==> config.mk <==
export PLATFORM = sky130hd
export DESIGN_NAME = multicycle_ctrl
export DESIGN_NICKNAME = d
export VERILOG_FILES = /design/src/rtl/cpu_ctrl_pkg.sv /design/src/rtl/alu_op_decode.sv /design/src/rtl/multicycle_ctrl.sv
export SDC_FILE = /design/constraint.sdc
export NUM_CORES = 1
export LEC_CHECK = 0
export ABC_AREA = 1
export BUFFER_PORTS_ARGS = -buffer_cell sky130_fd_sc_hd__buf_4
export CAP_MARGIN = 20
export CORE_MARGIN = 3
export CORE_UTILIZATION = 48
export CTS_BUF_LIST = sky130_fd_sc_hd__clkbuf_4
export CTS_CLUSTER_SIZE = 30
export DETAILED_ROUTE_END_ITERATION = 6
export MAX_ROUTING_LAYER = met4
export PLACE_DENSITY = 0.77
export REMOVE_ABC_BUFFERS = 1
export SLEW_MARGIN = 15
export SYNTH_ARGS = -nofsm -noshare
export SYNTH_HDL_FRONTEND = slang
export SYNTH_SLANG_ARGS = --single-unit
==> constraint.sdc <==
create_clock -name clk -period 1.44 [get_ports clk]
set_input_delay 0.144 -clock clk [delete_from_list [all_inputs] [get_ports clk]]
set_output_delay 0.144 -clock clk [all_outputs]
set_load 0.005 [all_outputs]
==> src/rtl/cpu_ctrl_pkg.sv <==
`default_nettype none
// ============================================================================
// Module      : cpu_ctrl_pkg
// Description : Shared constants for the multi-cycle CPU controller: ALU
//               operation codes (also used by the ALU), opcode and funct
//               field values, FSM state encoding and ALU control classes.
// Revision    : 1.0 - initial release
// ============================================================================
package cpu_ctrl_pkg;

  // ALU operation codes
  localparam logic [3:0] c_ALU_AND = 4'b0000;
  localparam logic [3:0] c_ALU_OR  = 4'b0001;
  localparam logic [3:0] c_ALU_ADD = 4'b0010;
  localparam logic [3:0] c_ALU_XOR = 4'b0100;
  localparam logic [3:0] c_ALU_SUB = 4'b0110;
  localparam logic [3:0] c_ALU_SLT = 4'b0111;
  localparam logic [3:0] c_ALU_SLL = 4'b1000;
  localparam logic [3:0] c_ALU_SRL = 4'b1001;
  localparam logic [3:0] c_ALU_SRA = 4'b1010;
  localparam logic [3:0] c_ALU_LUI = 4'b1011;

  // Opcode field values (IR[31:26])
  localparam logic [5:0] c_OP_RTYPE = 6'b000000;
  localparam logic [5:0] c_OP_J     = 6'b000010;
  localparam logic [5:0] c_OP_BEQ   = 6'b000100;
  localparam logic [5:0] c_OP_BNE   = 6'b000101;
  localparam logic [5:0] c_OP_ADDI  = 6'b001000;
  localparam logic [5:0] c_OP_ADDIU = 6'b001001;
  localparam logic [5:0] c_OP_SLTI  = 6'b001010;
  localparam logic [5:0] c_OP_ANDI  = 6'b001100;
  localparam logic [5:0] c_OP_ORI   = 6'b001101;
  localparam logic [5:0] c_OP_XORI  = 6'b001110;
  localparam logic [5:0] c_OP_LUI   = 6'b001111;
  localparam logic [5:0] c_OP_LW    = 6'b100011;
  localparam logic [5:0] c_OP_SW    = 6'b101011;

  // Funct field values (IR[5:0]) for R-type instructions
  localparam logic [5:0] c_FN_SLL  = 6'b000000;
  localparam logic [5:0] c_FN_SRL  = 6'b000010;
  localparam logic [5:0] c_FN_SRA  = 6'b000011;
  localparam logic [5:0] c_FN_SLLV = 6'b000100;
  localparam logic [5:0] c_FN_SRLV = 6'b000110;
  localparam logic [5:0] c_FN_SRAV = 6'b000111;
  localparam logic [5:0] c_FN_ADD  = 6'b100000;
  localparam logic [5:0] c_FN_ADDU = 6'b100001;
  localparam logic [5:0] c_FN_SUB  = 6'b100010;
  localparam logic [5:0] c_FN_SUBU = 6'b100011;
  localparam logic [5:0] c_FN_AND  = 6'b100100;
  localparam logic [5:0] c_FN_OR   = 6'b100101;
  localparam logic [5:0] c_FN_XOR  = 6'b100110;
  localparam logic [5:0] c_FN_SLT  = 6'b101010;

  // FSM state encoding
  localparam logic [3:0] c_S_FETCH    = 4'd0;
  localparam logic [3:0] c_S_DECODE   = 4'd1;
  localparam logic [3:0] c_S_EXEC_R   = 4'd2;
  localparam logic [3:0] c_S_EXEC_I   = 4'd3;
  localparam logic [3:0] c_S_MEM_ADDR = 4'd4;
  localparam logic [3:0] c_S_MEM_RD   = 4'd5;
  localparam logic [3:0] c_S_MEM_WR   = 4'd6;
  localparam logic [3:0] c_S_WB_ALU   = 4'd7;
  localparam logic [3:0] c_S_WB_MEM   = 4'd8;
  localparam logic [3:0] c_S_BRANCH   = 4'd9;
  localparam logic [3:0] c_S_JUMP     = 4'd10;
  localparam logic [3:0] c_S_ILLEGAL  = 4'd11;

  // Which family of ALU controls the current state needs
  typedef enum logic [2:0] {
    CLS_NONE   = 3'd0,
    CLS_RTYPE  = 3'd1,
    CLS_ITYPE  = 3'd2,
    CLS_MEM    = 3'd3,
    CLS_BRANCH = 3'd4
  } alu_class_e;

  // States in which the FSM is waiting on the memory handshake
  function automatic logic is_mem_state(input logic [3:0] state);
    return (state == c_S_FETCH) || (state == c_S_MEM_RD) || (state == c_S_MEM_WR);
  endfunction

endpackage
`default_nettype wire

==> src/rtl/alu_op_decode.sv <==
`default_nettype none
// ============================================================================
// Module      : alu_op_decode
// Description : Combinational ALU control decode. Maps the current state
//               class plus opcode/funct to ALUctr, the operand selects and
//               the immediate extension mode; also flags unknown functs.
// Revision    : 1.0 - initial release
// ============================================================================
module alu_op_decode
  import cpu_ctrl_pkg::*;
(
  input  alu_class_e  i_cls,
  input  logic [5:0]  i_opcode,
  input  logic [5:0]  i_funct,
  output logic [3:0]  o_alu_ctr,
  output logic        o_alu_src_a,
  output logic        o_alu_src_b,
  output logic        o_ext_sign,
  output logic        o_funct_valid
);

  logic [3:0] w_r_ctr;
  logic       w_r_shamt;
  logic [3:0] w_i_ctr;
  logic       w_i_sign;

  // R-type funct to ALU operation; immediate shifts take the shamt operand
  always_comb begin
    w_r_ctr       = c_ALU_ADD;
    w_r_shamt     = 1'b0;
    o_funct_valid = 1'b1;
    case (i_funct)
      c_FN_ADD, c_FN_ADDU: w_r_ctr = c_ALU_ADD;
      c_FN_SUB, c_FN_SUBU: w_r_ctr = c_ALU_SUB;
      c_FN_AND:            w_r_ctr = c_ALU_AND;
      c_FN_OR:             w_r_ctr = c_ALU_OR;
      c_FN_XOR:            w_r_ctr = c_ALU_XOR;
      c_FN_SLT:            w_r_ctr = c_ALU_SLT;
      c_FN_SLL: begin
        w_r_ctr   = c_ALU_SLL;
        w_r_shamt = 1'b1;
      end
      c_FN_SRL: begin
        w_r_ctr   = c_ALU_SRL;
        w_r_shamt = 1'b1;
      end
      c_FN_SRA: begin
        w_r_ctr   = c_ALU_SRA;
        w_r_shamt = 1'b1;
      end
      c_FN_SLLV:           w_r_ctr = c_ALU_SLL;
      c_FN_SRLV:           w_r_ctr = c_ALU_SRL;
      c_FN_SRAV:           w_r_ctr = c_ALU_SRA;
      default:             o_funct_valid = 1'b0;
    endcase
  end

  // I-type opcode to ALU operation; logical immediates are zero-extended
  always_comb begin
    w_i_ctr  = c_ALU_ADD;
    w_i_sign = 1'b1;
    case (i_opcode)
      c_OP_ADDI, c_OP_ADDIU: w_i_ctr = c_ALU_ADD;
      c_OP_SLTI:             w_i_ctr = c_ALU_SLT;
      c_OP_LUI:              w_i_ctr = c_ALU_LUI;
      c_OP_ANDI: begin
        w_i_ctr  = c_ALU_AND;
        w_i_sign = 1'b0;
      end
      c_OP_ORI: begin
        w_i_ctr  = c_ALU_OR;
        w_i_sign = 1'b0;
      end
      c_OP_XORI: begin
        w_i_ctr  = c_ALU_XOR;
        w_i_sign = 1'b0;
      end
      default: ;
    endcase
  end

  // Pick the ALU control set for the class of the current state
  always_comb begin
    o_alu_ctr   = c_ALU_ADD;
    o_alu_src_a = 1'b0;
    o_alu_src_b = 1'b0;
    o_ext_sign  = 1'b0;
    case (i_cls)
      CLS_RTYPE: begin
        o_alu_ctr   = w_r_ctr;
        o_alu_src_a = w_r_shamt;
      end
      CLS_ITYPE: begin
        o_alu_ctr   = w_i_ctr;
        o_alu_src_b = 1'b1;
        o_ext_sign  = w_i_sign;
      end
      CLS_MEM: begin
        o_alu_src_b = 1'b1;
        o_ext_sign  = 1'b1;
      end
      CLS_BRANCH: o_alu_ctr = c_ALU_SUB;
      default: ;
    endcase
  end

endmodule
`default_nettype wire

==> src/rtl/multicycle_ctrl.sv <==
`default_nettype none
// ============================================================================
// Module      : multicycle_ctrl
// Description : Multi-cycle CPU control FSM. Sequences fetch, decode,
//               execute, memory and write-back with a ready handshake to
//               memory and a sticky timeout on stalled memory accesses.
// Revision    : 1.0 - initial release
// ============================================================================
module multicycle_ctrl
  import cpu_ctrl_pkg::*;
#(
  parameter int MEM_WAIT_MAX = 15
) (
  input  logic       clk,
  input  logic       reset,
  input  logic [5:0] opcode,
  input  logic [5:0] funct,
  input  logic       Zero,
  input  logic       mem_ready,
  output logic       ALUsrcA,
  output logic       ALUsrcB,
  output logic [3:0] ALUctr,
  output logic       ext_sign,
  output logic       mem_read,
  output logic       mem_write,
  output logic       IorD,
  output logic       IRWrite,
  output logic       pc_write,
  output logic [1:0] pc_src,
  output logic       RegWrite,
  output logic       RegDst,
  output logic       MemtoReg,
  output logic       instr_done,
  output logic       illegal,
  output logic       mem_timeout
);

  localparam int c_CNT_W = $clog2(MEM_WAIT_MAX + 1);
  localparam logic [c_CNT_W-1:0] c_CNT_ONE = 1;

  logic [3:0]         state_q, state_d;
  logic [c_CNT_W-1:0] wait_cnt_q, wait_cnt_d;
  logic               mem_timeout_q, mem_timeout_d;

  logic               w_mem_wait;
  logic               w_wait_last;
  alu_class_e         w_cls;
  logic [3:0]         w_alu_ctr;
  logic               w_alu_src_a;
  logic               w_alu_src_b;
  logic               w_ext_sign;
  logic               w_funct_valid;

  logic w_mem_read, w_mem_write, w_iord, w_ir_write, w_pc_write;
  logic [1:0] w_pc_src;
  logic w_reg_write, w_reg_dst, w_mem_to_reg, w_instr_done, w_illegal;

  alu_op_decode u_alu_op_decode (
    .i_cls         (w_cls),
    .i_opcode      (opcode),
    .i_funct       (funct),
    .o_alu_ctr     (w_alu_ctr),
    .o_alu_src_a   (w_alu_src_a),
    .o_alu_src_b   (w_alu_src_b),
    .o_ext_sign    (w_ext_sign),
    .o_funct_valid (w_funct_valid)
  );

  // Detect the last tolerated wait cycle of a stalled memory handshake
  always_comb begin
    w_mem_wait  = is_mem_state(state_q) && !mem_ready;
    w_wait_last = w_mem_wait && (int'(wait_cnt_q) == MEM_WAIT_MAX - 1);
  end

  // Next-state selection; a timeout abandons the instruction back to FETCH
  always_comb begin
    state_d = state_q;
    case (state_q)
      c_S_FETCH:    if (mem_ready) state_d = c_S_DECODE;
      c_S_DECODE: begin
        case (opcode)
          c_OP_RTYPE: state_d = w_funct_valid ? c_S_EXEC_R : c_S_ILLEGAL;
          c_OP_ADDI, c_OP_ADDIU, c_OP_ANDI, c_OP_ORI,
          c_OP_XORI, c_OP_SLTI, c_OP_LUI: state_d = c_S_EXEC_I;
          c_OP_LW, c_OP_SW:   state_d = c_S_MEM_ADDR;
          c_OP_BEQ, c_OP_BNE: state_d = c_S_BRANCH;
          c_OP_J:             state_d = c_S_JUMP;
          default:            state_d = c_S_ILLEGAL;
        endcase
      end
      c_S_EXEC_R, c_S_EXEC_I: state_d = c_S_WB_ALU;
      c_S_MEM_ADDR: state_d = (opcode == c_OP_LW) ? c_S_MEM_RD : c_S_MEM_WR;
      c_S_MEM_RD:   if (mem_ready) state_d = c_S_WB_MEM;
      c_S_MEM_WR:   if (mem_ready) state_d = c_S_FETCH;
      default:      state_d = c_S_FETCH;
    endcase
    if (w_wait_last) state_d = c_S_FETCH;
  end

  // Wait counter restarts on every state change and after a timeout
  always_comb begin
    mem_timeout_d = mem_timeout_q | w_wait_last;
    if ((state_d != state_q) || w_wait_last) begin
      wait_cnt_d = '0;
    end else if (w_mem_wait) begin
      wait_cnt_d = wait_cnt_q + c_CNT_ONE;
    end else begin
      wait_cnt_d = wait_cnt_q;
    end
  end

  // State, wait counter and sticky timeout registers
  always_ff @(posedge clk) begin
    if (reset) begin
      state_q       <= c_S_FETCH;
      wait_cnt_q    <= '0;
      mem_timeout_q <= 1'b0;
    end else begin
      state_q       <= state_d;
      wait_cnt_q    <= wait_cnt_d;
      mem_timeout_q <= mem_timeout_d;
    end
  end

  // Map the current state onto the ALU control class
  always_comb begin
    case (state_q)
      c_S_EXEC_R:                           w_cls = CLS_RTYPE;
      c_S_EXEC_I:                           w_cls = CLS_ITYPE;
      c_S_MEM_ADDR, c_S_MEM_RD, c_S_MEM_WR: w_cls = CLS_MEM;
      c_S_BRANCH:                           w_cls = CLS_BRANCH;
      default:                              w_cls = CLS_NONE;
    endcase
  end

  // Moore strobes per state, gated by mem_ready and Zero where needed
  always_comb begin
    w_mem_read   = 1'b0;
    w_mem_write  = 1'b0;
    w_iord       = 1'b0;
    w_ir_write   = 1'b0;
    w_pc_write   = 1'b0;
    w_pc_src     = 2'd0;
    w_reg_write  = 1'b0;
    w_reg_dst    = 1'b0;
    w_mem_to_reg = 1'b0;
    w_instr_done = 1'b0;
    w_illegal    = 1'b0;
    case (state_q)
      c_S_FETCH: begin
        w_mem_read = 1'b1;
        w_ir_write = mem_ready;
        w_pc_write = mem_ready;
      end
      c_S_MEM_RD: begin
        w_mem_read = 1'b1;
        w_iord     = 1'b1;
      end
      c_S_MEM_WR: begin
        w_mem_write  = 1'b1;
        w_iord       = 1'b1;
        w_instr_done = mem_ready;
      end
      c_S_WB_ALU: begin
        w_reg_write  = 1'b1;
        w_reg_dst    = (opcode == c_OP_RTYPE);
        w_instr_done = 1'b1;
      end
      c_S_WB_MEM: begin
        w_reg_write  = 1'b1;
        w_mem_to_reg = 1'b1;
        w_instr_done = 1'b1;
      end
      c_S_BRANCH: begin
        w_pc_src     = 2'd1;
        w_pc_write   = (opcode == c_OP_BEQ) ? Zero : ~Zero;
        w_instr_done = 1'b1;
      end
      c_S_JUMP: begin
        w_pc_src     = 2'd2;
        w_pc_write   = 1'b1;
        w_instr_done = 1'b1;
      end
      c_S_ILLEGAL: w_illegal = 1'b1;
      default: ;
    endcase
  end

  // Drive ports; everything is held at zero while reset is asserted
  always_comb begin
    ALUsrcA     = ~reset & w_alu_src_a;
    ALUsrcB     = ~reset & w_alu_src_b;
    ALUctr      = reset ? 4'd0 : w_alu_ctr;
    ext_sign    = ~reset & w_ext_sign;
    mem_read    = ~reset & w_mem_read;
    mem_write   = ~reset & w_mem_write;
    IorD        = ~reset & w_iord;
    IRWrite     = ~reset & w_ir_write;
    pc_write    = ~reset & w_pc_write;
    pc_src      = reset ? 2'd0 : w_pc_src;
    RegWrite    = ~reset & w_reg_write;
    RegDst      = ~reset & w_reg_dst;
    MemtoReg    = ~reset & w_mem_to_reg;
    instr_done  = ~reset & w_instr_done;
    illegal     = ~reset & w_illegal;
    mem_timeout = ~reset & mem_timeout_q;
  end

endmodule
`default_nettype wire

==> impl_metrics.tcl, run 1 <==
set metrics [dict create \
    status "complete, but fails checks" \
    violations "negative setup slack" \
    switching_share_pct 52.49 \
    core_region_area_um2 2255 \
    vias 2050 \
    clockBufferDepth 2 \
    rsz0062_at_grt "yes" \
    cts.clk_slew.worst_paths_ps 70 \
    grt_max_degree 21 \
    clkPwrFrac_pct 6.5 \
    min_path_type "in -> reg" \
    globalplace.congestion 0.9027 \
    cts_tree "done" \
    crit_path_max_fanout 7 \
    cts-root-buf "clkbuf_4" \
    clock_skew_ps 4.120 \
    drtPass1Iterations 7 \
    ios 36 \
    ys_seq_area_share_pct 15.47 \
    reg2regPathDepth 12 \
    syn_avg_cell_area_um2 5.224 \
    antenna_found_initial 0 \
    start_util_pct 51.66 \
    synth-seq-cells 9 \
    drt_iter0_markers 211 \
    ir_drop_mv 1.505 \
    total_power_uw 3121 \
    maxCapViolations 0 \
    drc 0 \
    power_frac_comb_pct 78.7 \
    die_w_um 55.26 \
    fin_crit_ps 1893 \
    grt-ovfl-total 0 \
    slew_viol_final 0 \
    r2r-start "state_q[2]" \
    yosysWarnings 0 \
    via_per_inst 6.193 \
    cp.arrival_ps 2090 \
    ant_nets 0 \
    dp_hpwl_mm 2.994 \
    synth_area_um2 1165 \
    pwr-share-seq_pct 14.8 \
    ys_types 27 \
    final.setup.worst_slack_ps -452.8 \
    cts_buffers 3 \
    hold_depth 2 \
    die_y_um 55.26 \
    cts-hold-fix-buffers 0 \
    row_count 17 \
    cpMaxStageDelayCell "dfxtp_4" \
    drt_wl_total_mm 6.045 \
    clock_insertion_delay_worst_skew_ps 260 \
    drive_above_1_share_pct 44.88 \
    routedWlPerCell_um 18.26 \
    timing.fmax_mhz 528.3 \
    hp-start "reset" \
    p_int_uw 1483 \
    cts.sinks 9 \
    p_sw_uw 1638 \
    grt_pass1_vias 1783 \
    r2r_slack_ps -450 \
    diodes 0 \
    slew_headroom_pct 62.32 \
    synth_cells 223 \
    p_leak_uw 0.001051 \
    cp_data_required_time_ps 1640 \
    die-area_um2 3054 \
    max_stage_delay_ps 380 \
    track_usage_pct 33.78 \
    fin_nets 322 \
    syn_to_final_growth_pct 77.23 \
    p_per_area_nw_per_um2 1512 \
    rr_endpoint "wait_cnt_q[2]" \
    cp.buffers_inverters 2 \
    crit_family "simple AND/OR/NAND/NOR gates" \
    startpoint_type "flop" \
    finalHoldViolations 0 \
    cts-htree-levels 1 \
    grt_pass1_wl_mm 8.100 \
    min_to "state_q[3]" \
    worstSetupPathType "reg -> reg" \
    worstMarginPinSlew_ps 560.5 \
    period_share_pct 131.4 \
    crit_path_end_kind "flop" \
    portBuffers 35 \
    path_cells "nor2_4, buf_4, nand3_4, nand2_4, nand3_4, nand3_1, nand3_1, inv_2, nand2_1, nor2_2, nand2_2, nor2_1" \
    place_ws_ps -272.6 \
    final-setup-viol-count 24 \
]
## how the worst max path moves through the flow
stage | start | endpoint | slack (ps) | cells after the start
final | state_q[2] | wait_cnt_q[2] | -450 | 12
after global routing | state_q[2] | wait_cnt_q[3] | -460 | 12
after CTS | state_q[3] | ALUctr[0] | -200 | 9
after detailed placement | opcode[4] | wait_cnt_q[1] | -270 | 15
after global placement | opcode[4] | wait_cnt_q[0] | -230 | 15
after floorplan | wait_cnt_q[0] | wait_cnt_q[0] | -20 | 12
## per-stage QoR
step                hold slack [ps]  cell area [µm²]  TNS [ps]  instances  util, %
finish                        228.7             2064     -5490        331    91.56
global route                  238.1             2064     -6402        331    91.56
CTS                           189.0             1939     -2016        327    86.02
detailed placement            452.1             1733     -1305        321    76.86
global placement              451.8             1733     -1076        321    76.86
floorplan                     213.1             1157    -89.78        221        -
## cell usage in the layout, fill, tap and decap left out, types with 4 or more instances in the layout
cell type,Yosys,layout
dfxtp_4,0,4
nor2_1,50,37
nand2_2,5,4
dfxtp_1,9,5
inv_1,25,23
nand3_1,22,18
inv_2,7,5
nand2_1,55,51
a31oi_1,4,4
a21oi_1,11,10
buf_6,0,7
buf_4,0,71
nor2_2,5,7
nand2_4,1,5
nor2_4,1,12
## Yosys cell counts
master,n,share of area (%)
a21oi_1,11,4.7
a31oi_1,4,2.1
and3_1,1,0.54
clkbuf_1,2,0.64
clkinv_1,1,0.32
dfxtp_1,9,15
ha_1,2,2.1
inv_1,25,8.1
inv_2,7,2.3
nand2_1,55,18
nand2_2,5,2.7
nand2_4,1,0.97
nand3_1,22,9.5
nand3_4,1,1.5
nand3b_1,1,0.64
nand4_1,2,1.1
nor2_1,50,16
nor2_2,5,2.7
nor2_4,1,0.97
nor3_1,6,2.6
nor4_1,1,0.54
o21ai_0,4,1.7
o311ai_0,1,0.75
o31ai_1,2,1.3
o41ai_1,1,0.75
xnor2_1,1,0.75
xor2_1,2,1.5
## cell families after synthesis
family / synth area share, %
AO/OA/AOI/OAI: 11.38
XOR/XNOR: 2.256
adder cells (fa/ha/maj): 2.148
buffers and inverters: 11.28
flip-flops: 15.47
AND/OR/NAND/NOR: 57.47
## cell type report
type	instances	area [µm²]
Clock buffer	3	22.52
Inverter	33	140.1
Clock inverter	1	5.005
Multi-Input combinational cell	179	1055
Fill cell	98	190.2
Tap cell	28	35.03
Timing Repair Buffer	78	611.8
Sequential cell	9	195.2
## layer usage
metal	vias up	wire length (µm)	global-route usage [%]
li1	874	-	-
met1	912	2025	38.44
met4	0	593	15.97
met3	75	746	7.009
met2	189	2680	56.25
met5	-	0	-
## power groups by stage
stage          clock network, µW  registers, µW  logic (µW)
2_1_floorplan                  0            362         872
3_3_place_gp                   0            362        1650
3_5_place_dp                   0            363        1670
4_1_cts                      201            412        2000
5_1_grt                      223            458        2550
6_report                     203            461        2460
## state kept, by name, summed over array words and instances (netlist names)
| signal | cells |
|---|---|
| mem_timeout_q | 1 |
| wait_cnt_q | 4 |
| state_q | 4 |
## what timing repair did
action / CTS / global route
resized for setup: 45 / 28
pin swaps: 8 / 8
buffers inserted: 3 / 4
endpoints found under the setup margin: 22 / 25
(Power assumes the default switching activity.)
==> inputs of run 2 (changes only) <==
--- a/config.mk
+++ b/config.mk
@@ -8,8 +8,10 @@
 export ABC_AREA = 1
 export BUFFER_PORTS_ARGS = -buffer_cell sky130_fd_sc_hd__buf_4
 export CAP_MARGIN = 20
+export CELL_PAD_IN_SITES_DETAIL_PLACEMENT = 1
+export CELL_PAD_IN_SITES_GLOBAL_PLACEMENT = 1
 export CORE_MARGIN = 3
-export CORE_UTILIZATION = 48
+export CORE_UTILIZATION = 31
 export CTS_BUF_LIST = sky130_fd_sc_hd__clkbuf_4
 export CTS_CLUSTER_SIZE = 30
 export DETAILED_ROUTE_END_ITERATION = 6
==> run 2 against run 1 <==
Compared with the run above:
- the run now fails in global routing (5_1_grt)
- area after synthesis unchanged
- synthesized cell count unchanged
==> impl_metrics.tcl, run 2 <==
set metrics [dict create \
    synth-async-reset-ratio_pct 0 \
    netlist_top_cells_area "nand2_1 18%, nor2_1 16%, dfxtp_1 15%, nand3_1 9.5%, inv_1 8.1%" \
    error_line "[ERROR DPL-0033] detailed placement checks failed during check placement." \
    die_y_um 67.30 \
    synthFlopType "dfxtp_1" \
    synth-edff-count 0 \
    status "did not finish" \
    globalplace.congestion 0.8837 \
    ios 36 \
    die_w_um 67.30 \
    synth-seq-cells 9 \
    synth_area_um2 1165 \
    dp_hpwl_mm 4.139 \
    cts-hold-fix-buffers 0 \
    synth_cells 223 \
    grt_max_degree 21 \
    ys_types 27 \
    worstEpCategory "top-level output" \
    synth_top_area_share_pct 17.72 \
    worst_endpoint "ALUctr[0]" \
    antenna_found_initial 0 \
    syn_avg_cell_area_um2 5.224 \
    place_ws_ps -345.9 \
    cts_buffers 3 \
    portBuffers 35 \
    yosysMostFrequentCell "nand2_1" \
    cts-htree-levels 1 \
    cts.sinks 9 \
    ys_seq_area_share_pct 15.47 \
    netlist_top_cells_count "55 x nand2_1, 50 x nor2_1, 25 x inv_1" \
    haltStage "global routing (5_1_grt)" \
    yosysWarnings 0 \
    clockBufferDepth 2 \
    row_count 21 \
    place_area_um2 1868 \
    synth_area_leader_cell "nand2_1" \
    start_util_pct 33.59 \
    cts-root-buf "clkbuf_4" \
]
-- run 2: cell counts after synthesis --
Identical to the previous run, type by type.
-- run 2: repair_timing --
action | CTS
hold endpoints to repair | 0
pin swaps | 11
endpoints found under the setup margin | 25
resized for setup | 45
buffers inserted | 8
-- run 2: cells by family after synthesis --
group,count (synthesis),share of synthesized area [%]
AND/OR/NAND/NOR,151,57.47
buffers and inverters,35,11.28
AO/OA/AOI/OAI,23,11.38
flip-flops,9,15.47
XOR/XNOR,3,2.256
adder cells (fa/ha/maj),2,2.148
-- run 2: stage by stage --
stage / cells / util [%]
2_1_floorplan: 221 / -
3_3_place_gp: 354 / 53.86
3_5_place_dp: 354 / 53.86
4_1_cts: 365 / 60.89
==> inputs of run 3 (changes only) <==
--- a/config.mk
+++ b/config.mk
@@ -8,15 +8,10 @@
 export ABC_AREA = 1
 export BUFFER_PORTS_ARGS = -buffer_cell sky130_fd_sc_hd__buf_4
 export CAP_MARGIN = 20
-export CELL_PAD_IN_SITES_DETAIL_PLACEMENT = 1
-export CELL_PAD_IN_SITES_GLOBAL_PLACEMENT = 1
-export CORE_MARGIN = 3
-export CORE_UTILIZATION = 31
-export CTS_BUF_LIST = sky130_fd_sc_hd__clkbuf_4
-export CTS_CLUSTER_SIZE = 30
+export CORE_AREA = 3 3 64 66
 export DETAILED_ROUTE_END_ITERATION = 6
-export MAX_ROUTING_LAYER = met4
-export PLACE_DENSITY = 0.77
+export DIE_AREA = 0 0 67 69
+export PLACE_DENSITY_LB_ADDON = 0.15
 export REMOVE_ABC_BUFFERS = 1
 export SLEW_MARGIN = 15
 export SYNTH_ARGS = -nofsm -noshare
==> constraint.sdc (replaced) <==
create_clock -name clk -period 1.87 [get_ports clk]
set_input_delay 0.187 -clock clk [delete_from_list [all_inputs] [get_ports clk]]
set_output_delay 0.187 -clock clk [all_outputs]
set_load 0.005 [all_outputs]
==> run 3 against run 2 <==
Compared with the run above:
- the run now ends clean
==> impl_metrics.tcl, run 3 (same netlist as run 1, synthesis figures left out) <==
set metrics [dict create \
    status "complete, no violations" \
    final.setup.worst_slack_ps 110.4 \
    worstMarginPinSlew_ps 414.0 \
    reg2regPathDepth 14 \
    worstSetupPathType "reg -> out" \
    cts-root-buf "clkbuf_8" \
    drt_iter0_markers 49 \
    cts_tree "done" \
    fin_setup_tns_ps 0 \
    drive_above_1_share_pct 24.52 \
    ant_nets 0 \
    grt_pass1_vias 1311 \
    dp_hpwl_mm 2.827 \
    cts_buffers 3 \
    mostFrequentLayoutCell "nand2_1" \
    drtPass1Iterations 4 \
    post_cts_buffers 0 \
    fin_nets 280 \
    place_area_um2 1488 \
    timing.fmax_mhz 568.3 \
    slew_viol_final 0 \
    die-area_um2 4623 \
    crit_path_max_fanout 5 \
    path_cells "nand2_2, nor2_1, buf_4, nand4_1, o41ai_2, a21oi_1, nor2_1, buf_4" \
    final_cell_mix "54 x nand2_1, 50 x nor2_1, 36 x buf_4" \
    rr_endpoint "wait_cnt_q[0]" \
    clockBufferDepth 2 \
    stdcell_count 309 \
    place_ws_ps 85.00 \
    row_count 22 \
    startpoint_type "flop" \
    drt_wl_total_mm 3.441 \
    via_per_inst 4.715 \
    routedWlPerCell_um 11.14 \
    cts.sinks 9 \
    vias 1457 \
    core_region_area_um2 3633 \
    clock_insertion_delay_worst_skew_ps 230 \
    use_met1_pct 20.91 \
    grt_use_met2_pct 23.14 \
    track_usage_pct 14.69 \
    p_per_area_nw_per_um2 954.4 \
    cpMaxStageDelayCell "dfxtp_1" \
    drc 0 \
    ios 36 \
    cts-hold-fix-buffers 0 \
    start_util_pct 32.06 \
    cp_data_required_time_ps 1680 \
    antenna_found_initial 0 \
    dpl.cell_count 305 \
    cts.clk_slew.worst_paths_ps 50 \
    ir_drop_mv 0.2468 \
    grt_max_degree 21 \
    p_leak_uw 0.0008017 \
    fin_crit_ps 1760 \
    cts-htree-levels 1 \
    die_w_um 67 \
    maxCapViolations 0 \
    crit_path_end_kind "primary output" \
    finalHoldViolations 0 \
    r2r_slack_ps 160 \
    slew_headroom_pct 72.19 \
    min_path_type "in -> reg" \
    clock_skew_ps 6.070 \
    portBuffers 35 \
    cp.buffers_inverters 2 \
    cts_resized 1 \
    grt_pass1_wl_mm 5.575 \
    hp-start "mem_ready" \
    crit_family "simple AND/OR/NAND/NOR gates" \
    globalplace.congestion 0.8225 \
    min_to "state_q[3]" \
    design_area_um2 1570 \
    cp.arrival_ps 1570 \
    final-setup-viol-count 0 \
    syn_to_final_growth_pct 34.80 \
    period_share_pct 94.10 \
    max_stage_delay_ps 420 \
    diodes 0 \
    hold_depth 3 \
    busiest_layer "met2" \
    r2r-start "state_q[3]" \
    largestRegisters "state_q x4, wait_cnt_q x4, mem_timeout_q x1" \
    die_y_um 69 \
    grt_use_met3_pct 1.140 \
    grt-ovfl-total 0 \
]
## run 3: cell type report
type                    instances  area [µm²]
flip-flops and latches          9       182.7
inverters                      33       123.9
fillers                       422        2063
clock buffers                   4       45.04
well taps                      48       60.06
multi-input cells             179       888.4
repair buffers                 36       270.3
## run 3: stage by stage
| stage | utilization, % | total power [µW] | hold slack, ps |
|---|---|---|---|
| 5_1_grt | 43.22 | 1642 | 291.9 |
| 3_3_place_gp | 40.94 | 1233 | 445.9 |
| 3_5_place_dp | 40.94 | 1218 | 452.4 |
| 4_1_cts | 42.39 | 1454 | 258.4 |
| 6_report | 43.22 | 1499 | 268.0 |
| 2_1_floorplan | - | 949.8 | 256.1 |
## run 3: worst register-to-register path: stages (launching register included)
cell and delay, ps:
dfxtp_1 390, inv_1 140, nand2_4 130, clkinv_1 100
nand2_1 100, nand2_1 60, nand2_1 80, nand3_2 100
nand3_1 100, nand2_1 50, nor2_1 80, nand2_1 70
nor2_2 90, nand2_2 80, nor2_1 90
## run 3: power breakdown
part	internal [µW]	total [µW]	switching, µW	leakage (µW)
clock	149	227	77.9	0.0000228
combinational	358	972	614	0.000705
sequential	236	300	64.2	0.0000739
total	742	1500	756	0.000802
## run 3: routing by layer
| layer | wire length, µm | up-vias |
|---|---|---|
| met5 | 0 | - |
| met4 | 31 | 0 |
| met3 | 128 | 3 |
| met2 | 1665 | 35 |
| met1 | 1616 | 632 |
| li1 | - | 787 |
## run 3: worst max-delay path by stage
stage,startpoint,endpoint,slack [ps],cells after the start
final,state_q[1],ALUctr[0],110,8
after global routing,state_q[3],wait_cnt_q[0],-10,14
after CTS,state_q[0],ALUctr[0],60,8
after detailed placement,opcode[4],wait_cnt_q[1],90,15
after global placement,opcode[4],wait_cnt_q[0],70,15
after floorplan,wait_cnt_q[0],wait_cnt_q[0],410,12
